## src/rtl/image_mem_writer_if.sv

```systemverilog
`default_nettype none
// ---------------------------------------------------------------------------
// image_mem_writer_if : byte-stream in, RAM write port and status out. Rev 1.0
// ---------------------------------------------------------------------------
interface image_mem_writer_if #(
   parameter int ADDR_W = 18
) ();
   logic              start;
   logic [7:0]        in_data;
   logic              in_valid;
   logic              in_ready;
   logic [ADDR_W-1:0] wraddress;
   logic [7:0]        data;
   logic              wren;
   logic              busy;
   logic              done;
   logic              error;
   logic [15:0]       img_width;
   logic [15:0]       img_height;

   modport master (
      output start, in_data, in_valid,
      input  in_ready, wraddress, data, wren, busy, done, error, img_width, img_height
   );

   modport slave (
      input  start, in_data, in_valid,
      output in_ready, wraddress, data, wren, busy, done, error, img_width, img_height
   );
endinterface
`default_nettype wire

```

## src/rtl/image_mem_writer.sv

```systemverilog
`default_nettype none
// ---------------------------------------------------------------------------
// image_mem_writer : writes a width/height header plus row-major grayscale
// pixels from a byte stream into frame RAM.                        Rev 1.0
// ---------------------------------------------------------------------------
module image_mem_writer #(
   parameter int unsigned BASE_ADDRESS = 'h10,
   parameter int unsigned MEM_DEPTH    = 262144,
   parameter int          ADDR_W       = 18
) (
   input  wire logic          clk,
   input  wire logic          rst,
   image_mem_writer_if.slave  bus
);
   typedef enum logic [3:0] {
      S_IDLE   = 4'd0,
      S_W_HI   = 4'd1,
      S_W_LO   = 4'd2,
      S_H_HI   = 4'd3,
      S_H_LO   = 4'd4,
      S_CHECK  = 4'd5,
      S_PIXELS = 4'd6,
      S_DONE   = 4'd7,
      S_ERROR  = 4'd8
   } state_t;

   state_t            r_state;
   logic              r_in_ready;
   logic [ADDR_W-1:0] r_wraddress;
   logic [7:0]        r_data;
   logic              r_wren;
   logic              r_busy;
   logic              r_done;
   logic              r_error;
   logic [15:0]       r_img_width;
   logic [15:0]       r_img_height;
   logic [31:0]       r_pix_cnt;

   logic              w_xfer;
   logic [31:0]       w_count;
   logic [32:0]       w_end;
   logic              w_reject;
   logic              w_last;
   logic [ADDR_W-1:0] w_pix_addr;

   assign w_xfer     = bus.in_valid & r_in_ready;
   assign w_count    = {16'd0, r_img_width} * {16'd0, r_img_height};
   // 33-bit sum so a huge pixel count cannot wrap past the depth check
   assign w_end      = {1'b0, w_count} + 33'(BASE_ADDRESS);
   assign w_reject   = (w_count == 32'd0) || (w_end > 33'(MEM_DEPTH));
   assign w_last     = (r_pix_cnt == (w_count - 32'd1));
   assign w_pix_addr = ADDR_W'(BASE_ADDRESS) + r_pix_cnt[ADDR_W-1:0];

   always_ff @(posedge clk) begin
      if (rst) begin
         r_state      <= S_IDLE;
         r_in_ready   <= 1'b0;
         r_wraddress  <= '0;
         r_data       <= 8'd0;
         r_wren       <= 1'b0;
         r_busy       <= 1'b0;
         r_done       <= 1'b0;
         r_error      <= 1'b0;
         r_img_width  <= 16'd0;
         r_img_height <= 16'd0;
         r_pix_cnt    <= 32'd0;
      end else begin
         r_wren <= 1'b0;
         case (r_state)
            S_IDLE, S_DONE, S_ERROR: begin
               if (bus.start) begin
                  r_state    <= S_W_HI;
                  r_busy     <= 1'b1;
                  r_done     <= 1'b0;
                  r_error    <= 1'b0;
                  r_in_ready <= 1'b1;
               end
            end
            S_W_HI: begin
               if (w_xfer) begin
                  r_wren            <= 1'b1;
                  r_wraddress       <= ADDR_W'(0);
                  r_data            <= bus.in_data;
                  r_img_width[15:8] <= bus.in_data;
                  r_state           <= S_W_LO;
               end
            end
            S_W_LO: begin
               if (w_xfer) begin
                  r_wren           <= 1'b1;
                  r_wraddress      <= ADDR_W'(1);
                  r_data           <= bus.in_data;
                  r_img_width[7:0] <= bus.in_data;
                  r_state          <= S_H_HI;
               end
            end
            S_H_HI: begin
               if (w_xfer) begin
                  r_wren             <= 1'b1;
                  r_wraddress        <= ADDR_W'(4);
                  r_data             <= bus.in_data;
                  r_img_height[15:8] <= bus.in_data;
                  r_state            <= S_H_LO;
               end
            end
            S_H_LO: begin
               if (w_xfer) begin
                  r_wren            <= 1'b1;
                  r_wraddress       <= ADDR_W'(5);
                  r_data            <= bus.in_data;
                  r_img_height[7:0] <= bus.in_data;
                  r_state           <= S_CHECK;
                  r_in_ready        <= 1'b0;
               end
            end
            S_CHECK: begin
               if (w_reject) begin
                  r_state <= S_ERROR;
                  r_busy  <= 1'b0;
                  r_error <= 1'b1;
               end else begin
                  r_state    <= S_PIXELS;
                  r_in_ready <= 1'b1;
                  r_pix_cnt  <= 32'd0;
               end
            end
            S_PIXELS: begin
               if (w_xfer) begin
                  r_wren      <= 1'b1;
                  r_wraddress <= w_pix_addr;
                  r_data      <= bus.in_data;
                  r_pix_cnt   <= r_pix_cnt + 32'd1;
                  if (w_last) begin
                     r_state    <= S_DONE;
                     r_busy     <= 1'b0;
                     r_done     <= 1'b1;
                     r_in_ready <= 1'b0;
                  end
               end
            end
            default: begin
               r_state    <= S_IDLE;
               r_in_ready <= 1'b0;
               r_busy     <= 1'b0;
            end
         endcase
      end
   end

   assign bus.in_ready   = r_in_ready;
   assign bus.wraddress  = r_wraddress;
   assign bus.data       = r_data;
   assign bus.wren       = r_wren;
   assign bus.busy       = r_busy;
   assign bus.done       = r_done;
   assign bus.error      = r_error;
   assign bus.img_width  = r_img_width;
   assign bus.img_height = r_img_height;
endmodule
`default_nettype wire

```

## src/flat_wrapper.sv

```systemverilog
// flat-port wrapper written by rule: the top's interface ports become plain ports
module image_mem_writer_flat 
#(
   parameter int unsigned BASE_ADDRESS = 'h10,
   parameter int unsigned MEM_DEPTH    = 262144,
   parameter int          ADDR_W       = 18
)
  (clk, rst, bus_start, bus_in_data, bus_in_valid, bus_in_ready, bus_wraddress, bus_data, bus_wren, bus_busy, bus_done, bus_error, bus_img_width, bus_img_height);
  image_mem_writer_if #(.ADDR_W(ADDR_W)) bus_i ();
  input  wire logic clk;
  input  wire logic rst;
  input wire logic [$bits(bus_i.start)-1:0] bus_start;
  input wire logic [$bits(bus_i.in_data)-1:0] bus_in_data;
  input wire logic [$bits(bus_i.in_valid)-1:0] bus_in_valid;
  output wire logic [$bits(bus_i.in_ready)-1:0] bus_in_ready;
  output wire logic [$bits(bus_i.wraddress)-1:0] bus_wraddress;
  output wire logic [$bits(bus_i.data)-1:0] bus_data;
  output wire logic [$bits(bus_i.wren)-1:0] bus_wren;
  output wire logic [$bits(bus_i.busy)-1:0] bus_busy;
  output wire logic [$bits(bus_i.done)-1:0] bus_done;
  output wire logic [$bits(bus_i.error)-1:0] bus_error;
  output wire logic [$bits(bus_i.img_width)-1:0] bus_img_width;
  output wire logic [$bits(bus_i.img_height)-1:0] bus_img_height;
  assign bus_i.start = bus_start;
  assign bus_i.in_data = bus_in_data;
  assign bus_i.in_valid = bus_in_valid;
  assign bus_in_ready = bus_i.in_ready;
  assign bus_wraddress = bus_i.wraddress;
  assign bus_data = bus_i.data;
  assign bus_wren = bus_i.wren;
  assign bus_busy = bus_i.busy;
  assign bus_done = bus_i.done;
  assign bus_error = bus_i.error;
  assign bus_img_width = bus_i.img_width;
  assign bus_img_height = bus_i.img_height;
  image_mem_writer #(.BASE_ADDRESS(BASE_ADDRESS), .MEM_DEPTH(MEM_DEPTH), .ADDR_W(ADDR_W)) u_core (.clk(clk), .rst(rst), .bus(bus_i));
endmodule
```

## config.mk

```make
export PLATFORM = sky130hd
export DESIGN_NAME = image_mem_writer_flat
export DESIGN_NICKNAME = d
export VERILOG_FILES = /design/src/rtl/image_mem_writer_if.sv /design/src/rtl/image_mem_writer.sv /design/src/flat_wrapper.sv
export SDC_FILE = /design/constraint.sdc
export NUM_CORES = 1
export LEC_CHECK = 0
export CORE_MARGIN = 3
export CORE_UTILIZATION = 55
export CTS_CLUSTER_DIAMETER = 40
export DETAILED_ROUTE_END_ITERATION = 16
export PLACE_DENSITY = 0.81
export SLEW_MARGIN = 20
export SYNTH_ARGS = -nofsm -noshare
export SYNTH_HDL_FRONTEND = slang
export SYNTH_SLANG_ARGS = --single-unit
```

## constraint.sdc

```tcl
create_clock -name clk -period 9.15 [get_ports clk]
set_input_delay 1.83 -clock clk [delete_from_list [all_inputs] [get_ports clk]]
set_output_delay 1.83 -clock clk [all_outputs]
set_load 0.01 [all_outputs]
```

Word level (Yosys, flattened, before mapping)

Cells that the tools add are included.

$add $sub $neg: 4
$mul: 1
Order comparisons: 1
Eq/ne operators: 18
Multiplexer cells: 33
Bitwise gates (word level): 4
Reductions and logical operators: 24

Operators by type and width:

| cell                                                                     | count |
|---|---|
| 18-bit 2-to-1 mux                                                        | 5 |
| 18-bit one-hot mux with 5 select lines                                   | 1 |
| 32-bit 2-to-1 mux                                                        | 2 |
| 32-bit one-hot mux with 2 select lines                                   | 1 |
| 32-bit by 5-bit adder with 33-bit output (second input constant)         | 1 |
| 33-bit by 19-bit > comparator with 1-bit output (second input constant)  | 1 |
| 32-bit by 1-bit adder with 32-bit output (second input constant)         | 1 |
| 32-bit equality test                                                     | 1 |
| 32-bit zero test                                                         | 1 |
| 16-bit by 16-bit multiplier with 32-bit output                           | 1 |
| 4-bit 2-to-1 mux                                                         | 8 |
| 32-bit by 1-bit subtractor with 32-bit output (second input constant)    | 1 |
| 4-bit one-hot mux with 7 select lines                                    | 1 |
| 5-bit by 18-bit adder with 18-bit output (first input constant)          | 1 |
| 4-bit by 3-bit equality test with 1-bit output (second input constant)   | 4 |
| 2-bit by 1-bit inequality test with 1-bit output (second input constant) | 7 |
| 6-bit AND reduction                                                      | 2 |
| 1-bit 2-to-1 mux                                                         | 11 |
| 2-bit AND reduction                                                      | 5 |
| 4-bit by 2-bit equality test with 1-bit output (second input constant)   | 2 |
| 7-bit AND reduction                                                      | 1 |
| 3-bit AND reduction                                                      | 2 |
| 2-bit nonzero test                                                       | 3 |
| 3-bit OR reduction                                                       | 2 |
| other kinds (16)                                                         | 20 |

Register bits: 99
Input port bits: 12
Output and inout port bits: 63
Logic and storage cells: 98

Longest topological paths before layout

Word-level depth: 6
Mapped depth: 31
Mapped depth without buffers: 25

Worst setup path before layout

OpenSTA, ideal clock, no wires.

Path type: register to register
From: reg u_core.r_img_height[6] (netlist: u_core.bus.img_height[6])
To: reg u_core.r_pix_cnt[16]
Setup time: 0.072 ns
Arrival time: 7.975 ns
Required time: 9.078 ns
Path slack: 1.103 ns
Cell stages (with the launch flop): 26
Path buffers: 3
Period minus slack after synthesis: 8.047 ns
Path through: dfxtp_1 clkbuf_1 clkbuf_1 nand2_1 fa_1 fa_1 inv_1 fa_1 inv_1 fa_1 fa_1 fa_1 inv_1 ha_1 a21oi_1 o21ai_0 a211o_1 a32o_2 or4_1 nor4_1 mux2_2 or4_1 a211o_1 buf_6 a211oi_1 mux2i_1

Word-level cells in the longest chain between the ends: 6
Elaborated cells on any way between the ends: 7
Classes of those cells: add/sub (1); mul (1); order compare (1); eq/ne (1); reduce/logical (3)

RTL lines:

| what                                               | RTL line                | text |
|---|---|---|
| start: declaration                                 | image_mem_writer.sv:36  | `logic [15:0] r_img_height;` |
| start signal: assignment                           | image_mem_writer.sv:111 | `r_img_height[7:0] <= bus.in_data;` |
| 16-bit by 16-bit multiplier with 32-bit output (*) | image_mem_writer.sv:47  | `assign w_count = {16'd0, r_img_width} * {16'd0, r_img_height};` |
| 32-bit by 5-bit adder with 33-bit output           | image_mem_writer.sv:49  | `assign w_end = {1'b0, w_count} + 33'(BASE_ADDRESS);` |
| 33-bit by 19-bit > comparator with 1-bit output    | image_mem_writer.sv:50  | `assign w_reject = (w_count == 32'd0) \|\| (w_end > 33'(MEM_DEPTH));` |
| 1-bit logical OR (*)                               | image_mem_writer.sv:50  |  |
| 2-bit inequality test (no source line) (*)         | --                      |  |
| 3-bit AND reduction (no source line) (*)           | --                      |  |
| end signal: assignment                             | image_mem_writer.sv:132 | `r_pix_cnt <= r_pix_cnt + 32'd1;` |
| end: declaration                                   | image_mem_writer.sv:37  | `logic [31:0] r_pix_cnt;` |

Mark *: on every way between the ends. The rest lies on a longest branch, timed or not.
A chain may end at the register's enable or synchronous reset.

Final worst setup path

From: reg u_core.r_img_height[8] (netlist: u_core.bus.img_height[8])
To: reg u_core.r_pix_cnt[5]

The elaborated chain is that of the path after synthesis.

==> results.py <==
metrics = {
    "power_and_ir_drop": {
        "fin_total_pwr_mw": 1.07,
        "p_seq_share_pct": 45.8,
        "power.switching_mw": 0.350,
        "peakVddDrop_v": 0.0000976,
        "clkPwrFrac_pct": 34.8,
        "leakage_nw": 7.01,
        "p_per_area_mw_per_mm2": 63.4,
        "power.internal_mw": 0.719,
        "p_sw_share_pct": 32.7,
        "combPwrFrac_pct": 19.4,
    },
    "final_layout": {
        "num_antenna_cells": 0,
        "fillers": 2366,
        "fin_nets": 2217,
        "drive_gt1_share_pct": 5.19,
        "multiInputGateArea_mm2": 0.0123,
        "layout.cells.non_filler": 2280,
        "final_area_mm2": 0.0169,
        "register_area_mm2": 0.00199,
        "area_growth_pct": 8.60,
    },
    "setup_path": {
        "start_kind": "flip-flop",
        "cp_max_fo": 19,
        "endpoint_kind": "flip-flop",
        "worst-setup-path-type": "flip-flop to flip-flop",
        "crit_slowest_cell": "dfxtp_1",
        "path_cells": "nand2_1 > fa_1 > fa_1 > fa_1 > fa_1 > fa_1 > fa_1 > inv_1 > ha_1 > a21oi_1 > o21ai_0 > a211o_1 > a32o_2 > or4_1 > nor4_1 > mux2_2 > or4_1 > a211o_2 > buf_4 > a21oi_1 > mux2i_1",
        "crit_required_ps": 9440,
        "worst_ep_arrival_time_ps": 9070,
        "critPathBufInv": 2,
        "slowest_delay_ps": 710,
        "cp_top_family": "adder cells",
        "worst_path_most_repeated_cell": "fa_1",
    },
    "floorplanning": {
        "die_area_mm2": 0.0303,
        "die_h_um": 174,
        "core_area_mm2": 0.0273,
        "fp.dieW_um": 174,
        "num_rows": 60,
        "start_util_pct": 56.8,
        "ios": 75,
    },
    "timing": {
        "tightest_slew_ps": 1030,
        "finalHoldViolCount": 0,
        "relSlewSlack_pct": 31.5,
        "rsz0062_at_grt": "false",
        "whs_ps": 463,
        "skew_ps": 7.96,
        "period_needed_ps": 8780,
        "fmax_mhz": 114,
        "final.setup.tns_ps": 0,
        "setup_viol": 0,
        "min_period_over_period_pct": 96.0,
        "slew_violations": 0,
    },
    "clock_tree": {
        "htreeDepth": 3,
        "cts_made_buffers": 9,
        "cts_tree": "yes",
        "cts.sinks": 99,
        "clkLatencyLatePin_ps": 370,
        "cts_root_buf": "clkbuf_16",
        "cts-resized-gates": 0,
        "postCtsHoldBufs": 0,
        "cts.path.max_buffers": 2,
        "path_clk_slew_ps": 70,
        "post_cts_buffers": 0,
    },
    "place": {
        "place_congestion": 0.930,
        "dp.cells": 2265,
        "port_buffers": 74,
        "dp_hpwl_um": 33700,
        "place_area_mm2": 0.0166,
    },
    "synthesis": {
        "synth-main-ff-cell": "dfxtp_1",
        "ys_types": 85,
        "synthTopCellsByArea": "fa_1, dfxtp_1, ha_1",
        "seq_area_frac_synth_pct": 12.8,
        "avgSynthCellArea_um2": 8.20,
        "ys_warn_count": 0,
        "synth_top_cell_by_area": "fa_1",
        "synthDominantCellAreaShare_pct": 25.0,
        "async_flop_share_pct": 0,
        "synthCells": 1893,
        "synth-edff-count": 0,
        "yosys_register_bits": 99,
        "syn_area_mm2": 0.0155,
        "syn-num-nets": 2206,
    },
    "global_routing": {
        "grt.total_usage_pct": 28.8,
        "antenna_found_initial": 0,
        "grt_pass1_vias": 14000,
        "grt_start_max_net_pins": 70,
        "grt_pass1_wl_um": 72300,
        "gr-total-overflow": 0,
    },
    "route": {
        "num_vias": 13900,
        "drtAntennaViolNets": 0,
        "wl_um": 42600,
        "drc": 0,
        "avgViaCountPerCell": 6.10,
        "wl_per_cell_um": 18.7,
        "drt_iter0_markers": 1249,
        "firstDrtPassIters": 8,
    },
    "hold_path": {
        "holdCritPathClass": "flip-flop to flip-flop",
    },
    "run": {
        "cap_violations": 0,
    },
    "run_status": {
        "status": "finished, final reports clean",
    },
}
[sequential cells by signal (all words and copies together), names as in the netlist]
| register | flops |
|---|---|
| u_core.bus.wraddress | 18 |
| u_core.bus.error | 1 |
| u_core.r_pix_cnt | 32 |
| u_core.bus.data | 8 |
| u_core.r_state | 4 |
| u_core.bus.busy | 1 |
| u_core.bus.in_ready | 1 |
| u_core.bus.wren | 1 |
| u_core.bus.img_height | 16 |
| u_core.bus.done | 1 |
| u_core.bus.img_width | 16 |
[worst register-to-register path, cell delays in order (launching register included)]
cell	delay, ps
dfxtp_1	710
nand2_1	180
fa_1	540
fa_1	550
fa_1	460
fa_1	540
fa_1	540
fa_1	550
inv_1	40
ha_1	420
a21oi_1	420
o21ai_0	210
a211o_1	260
a32o_2	320
or4_1	620
nor4_1	330
mux2_2	360
or4_1	420
a211o_2	490
buf_4	270
a21oi_1	220
mux2i_1	240
[synthesized netlist by cell type, types with 6 or more instances]
library cell	instances
xnor2_1	47
ha_1	107
and3_1	25
a21oi_2	12
xor2_1	18
or3_1	13
and4_1	10
o21ai_0	46
buf_2	14
mux2i_1	76
nand2_1	249
inv_1	209
and2_1	105
nor4_1	14
nand4_1	27
nor2_1	122
nor3_1	22
a211oi_1	10
dfxtp_1	99
fa_1	194
clkbuf_1	87
nand2b_1	6
o211ai_1	14
o22ai_1	6
a22oi_1	15
a21oi_1	82
nand3b_1	31
or4_1	13
nand3_1	77
a31oi_1	8
a21o_1	14
[power groups by stage]
stage,Sequential [mW],Combinational [mW],Clock (mW)
after floorplan,0.477,0.134,0
after global placement,0.497,0.198,0
after detailed placement,0.498,0.204,0
after CTS,0.488,0.204,0.378
after global routing,0.493,0.226,0.395
final,0.490,0.207,0.372
[cells by family (layout without fill, tap and decap cells)]
family          count (synthesis)  count (layout)  share of synthesized area (%)
simple gates                  744             744                           24.2
buf+inv                       320             335                           7.98
fa+ha+maj                     301             301                           33.7
compound gates                283             283                           12.3
flops                          99              99                           12.8
mux                            78              78                           5.05
xor+xnor                       68              68                           4.06
[stage by stage]
| step | setup WS [ps] | util [%] |
|---|---|---|
| 6_report | 366 | 61.7 |
| 4_1_cts | 303 | 61.6 |
| 3_5_place_dp | 358 | 60.6 |
| 2_1_floorplan | 1100 | - |
| 5_1_grt | 1.83 | 61.7 |
| 3_3_place_gp | 626 | 60.5 |
[layer usage]
layer / wire [um] / GRT usage [%] / vias up
li1: - / - / 6379
met4: 1230 / 8.98 / 0
met5: 0 / 0 / -
met3: 3480 / 5.50 / 98
met2: 20600 / 48.2 / 648
met1: 17300 / 38.0 / 6781
[worst paths after layout]
kind | start | end | slack [ps] | depth (start not counted)
worst min-delay path | u_core.bus.error$_SDFFE_PP0P_ | u_core.bus.error$_SDFFE_PP0P_ | 460 | 2
worst max register to register | u_core.bus.img_height[8]$_SDFFE_PP0P_ | u_core.r_pix_cnt[5]$_SDFFE_PP0P_ | 370 | 21
worst min register to register | u_core.bus.error$_SDFFE_PP0P_ | u_core.bus.error$_SDFFE_PP0P_ | 460 | 2
worst max-delay path | u_core.bus.img_height[8]$_SDFFE_PP0P_ | u_core.r_pix_cnt[5]$_SDFFE_PP0P_ | 370 | 21
[final cells by class]
cell class / count / area share (%)
repair buffers: 109 / 6.00
flip-flops and latches: 99 / 11.8
clock inverters: 6 / 0.282
clock buffers: 9 / 1.34
well taps: 372 / 2.76
multi-input cells: 1474 / 73.1
inverters: 211 / 4.70
[cells in the final DEF (no fill, tap or decap), types with 9 or more instances in the layout]
cell type / instances
nand3_1: 77
o211ai_1: 14
nand4_1: 27
and3_1: 25
inv_1: 209
a21o_1: 14
nor4_1: 14
clkdlybuf4s50_1: 73
or4_1: 13
and2_1: 105
fa_1: 194
ha_1: 107
nor3_1: 21
clkbuf_16: 9
nor2_1: 121
and4_1: 10
dfxtp_1: 89
xor2_1: 18
nand3b_1: 31
o21ai_0: 45
nand2_1: 249
buf_4: 34
dfxtp_2: 10
xnor2_1: 46
mux2i_1: 76
or3_1: 13
a22oi_1: 15
a21oi_1: 82
a211oi_1: 10
a21oi_2: 12
(Power assumes the default switching activity.)
==> patch, RTL diff (same flow settings) <==
Encoding of `state_t`: now one-hot (9 bits for 9 states).
--- a/src/rtl/image_mem_writer.sv
+++ b/src/rtl/image_mem_writer.sv
@@ -12,16 +12,16 @@
    input  wire logic          rst,
    image_mem_writer_if.slave  bus
 );
-   typedef enum logic [3:0] {
-      S_IDLE   = 4'd0,
-      S_W_HI   = 4'd1,
-      S_W_LO   = 4'd2,
-      S_H_HI   = 4'd3,
-      S_H_LO   = 4'd4,
-      S_CHECK  = 4'd5,
-      S_PIXELS = 4'd6,
-      S_DONE   = 4'd7,
-      S_ERROR  = 4'd8
+   typedef enum logic [8:0] {
+      S_IDLE   = 9'b000000001,
+      S_W_HI   = 9'b000000010,
+      S_W_LO   = 9'b000000100,
+      S_H_HI   = 9'b000001000,
+      S_H_LO   = 9'b000010000,
+      S_CHECK  = 9'b000100000,
+      S_PIXELS = 9'b001000000,
+      S_DONE   = 9'b010000000,
+      S_ERROR  = 9'b100000000
    } state_t;
 
    state_t            r_state;
Formal check against the unedited RTL: no difference found for any inputs over 4 cycles, from zero or initial values and one cycle with rst high; so few cycles prove little.
==> patch against the unedited design <==
Cell area shrank 5.3%; hold slack lost 4.1 ps; count of clock-buffer cells in the layout is the same; worst setup slack gained 16 ps; routed wire length shrank 6.0%; area after synthesis shrank 5.9%; sequential cell count grew 5; critical path type unchanged.
Power is not compared: it rests on default switching activity, and its combinational part moved more than twofold at a synthesized area within 25%.
==> patch: results <==
set metrics [dict create \
    outcome "finished, final reports clean" \
    synth_cell_types 77 \
    crit_arrival_ps 8990 \
    hold_path.class "reg2reg" \
    startpoint "u_core.bus.img_width[12]" \
    largest_reg_flops 32 \
    cts_resized 0 \
    grt_max_degree 76 \
    power.ir.vdd_worst_uv 97.0 \
    switching_power_mw 0.266 \
    endpoint "u_core.bus.busy" \
    clockBufferDepth 2 \
    drt-vias-per-instance 5.96 \
    use_met2_pct 45.9 \
    grt_pass1_wl_microns 65800 \
    post_cts_buffers 0 \
    routedWlPerCell_microns 18.9 \
    synthTopCellsByCount "nand2_1, inv_1, fa_1, nor2_1" \
    rrSetupSlack_ps 380 \
    htreeDepth 3 \
    drt_wl_total_microns 40100 \
    cts.clk_slew.worst_paths_ps 80 \
    clock_latency_ps 370 \
    gp_congestion 0.963 \
    use_met1_pct 39.3 \
    synthTopCellsByArea "fa_1, dfxtp_1, ha_1, nand2_1, inv_1" \
    synth_fp_nets 2066 \
    drive_gt1_share_pct 4.15 \
    yosys.area.top_type_share_pct 26.6 \
    r2r-end "u_core.bus.busy" \
    relSlewSlack_pct 22.0 \
    leakagePower_nw 6.43 \
    diodes 0 \
    drt_pass1_iterations 5 \
    yosysWarnings 0 \
    root_buffer "clkbuf_16" \
    grt_pass1_vias 12900 \
    crit_fanout 14 \
    top_register "u_core.r_pix_cnt" \
    antenna_found_initial 0 \
    hpwlAfterDp_microns 31900 \
    worst_r2r_path_depth 24 \
    hold_depth 2 \
    postSynthAreaPerCell_sq_um 8.33 \
    fin_skew_ps 10.4 \
    synth_async_sr_flop_share_pct 0 \
    grt_use_met3_pct 4.79 \
    port-buffer-count 74 \
    gr-usage-all-layers_pct 28.5 \
    cts_buffers 9 \
    drv_cap 0 \
    synth_flop_cell "dfxtp_1" \
    drt_iter0_markers 1041 \
    antenna_left 0 \
    yosysSeqAreaShare_pct 14.3 \
]
## patch: worst min-delay path by stage
stage	end	from	slack (ps)
floorplan	u_core.r_state[3]	u_core.r_state[3]	460
global placement	u_core.bus.wraddress[1]	u_core.bus.wraddress[1]	440
detailed placement	u_core.bus.wraddress[3]	u_core.bus.wraddress[3]	450
CTS	u_core.bus.wraddress[3]	u_core.bus.wraddress[3]	460
global route	u_core.bus.wraddress[5]	u_core.bus.wraddress[5]	490
finish	u_core.bus.wraddress[5]	u_core.bus.wraddress[5]	460
## patch: cells by family after synthesis
logic type	Yosys count	synth area share (%)
AO/OA/AOI/OAI	231	10.4
XOR/XNOR	90	5.58
AND/OR/NAND/NOR	679	22.9
buffers and inverters	299	7.77
adder cells (fa/ha/maj)	301	35.7
flip-flops	104	14.3
multiplexers	49	3.37
## patch: final cells by class
cell class / instances / area [sq um]
Clock buffer: 9 / 225
Clock inverter: 7 / 82.6
Fill cell: 2188 / 10100
Inverter: 209 / 785
Multi-Input combinational cell: 1350 / 11400
Sequential cell: 104 / 2080
Tap cell: 335 / 419
Timing Repair Buffer: 105 / 968
## patch: stage by stage
stage	util [%]	area [sq um]	setup slack (ps)	total power, mW
6_report	61.3	16000	382	0.945
5_1_grt	61.3	16000	2.48	0.974
4_1_cts	61.2	16000	307	0.948
3_5_place_dp	60.1	15700	367	0.542
3_3_place_gp	60.1	15700	497	0.540
2_1_floorplan	-	14600	1010	0.515
## patch: metal layers
layer | routed length [microns] | up-vias | part of all wire, %
met1 | 17100 | 6200 | 43
met4 | 1400 | 0 | 3.5
met3 | 2910 | 106 | 7.3
met5 | 0 | - | 0
met2 | 18700 | 525 | 47
li1 | - | 5801 | -
## patch: power groups by stage
stage / Clock (mW) / Sequential [mW] / Combinational (mW)
2_1_floorplan: 0 / 0.474 / 0.0413
3_3_place_gp: 0 / 0.475 / 0.0660
3_5_place_dp: 0 / 0.475 / 0.0671
4_1_cts: 0.417 / 0.464 / 0.0674
5_1_grt: 0.434 / 0.465 / 0.0742
6_report: 0.411 / 0.465 / 0.0688
## patch: worst max-delay path, stage by stage, from the launching register on
cell and delay, ps:
dfxtp_1 770, buf_4 260, nand2_1 80, fa_1 490
fa_1 540, fa_1 450, fa_1 540, fa_1 590
inv_1 70, fa_1 490, ha_1 450, a21oi_1 280
o21ai_0 140, buf_4 180, or4_4 560, and3_4 190
or4_1 490, or2_0 350, o31a_1 370, nor4_2 280
a311oi_2 90, nor4_4 410, a21oi_1 160, o31ai_1 270
a21oi_1 110
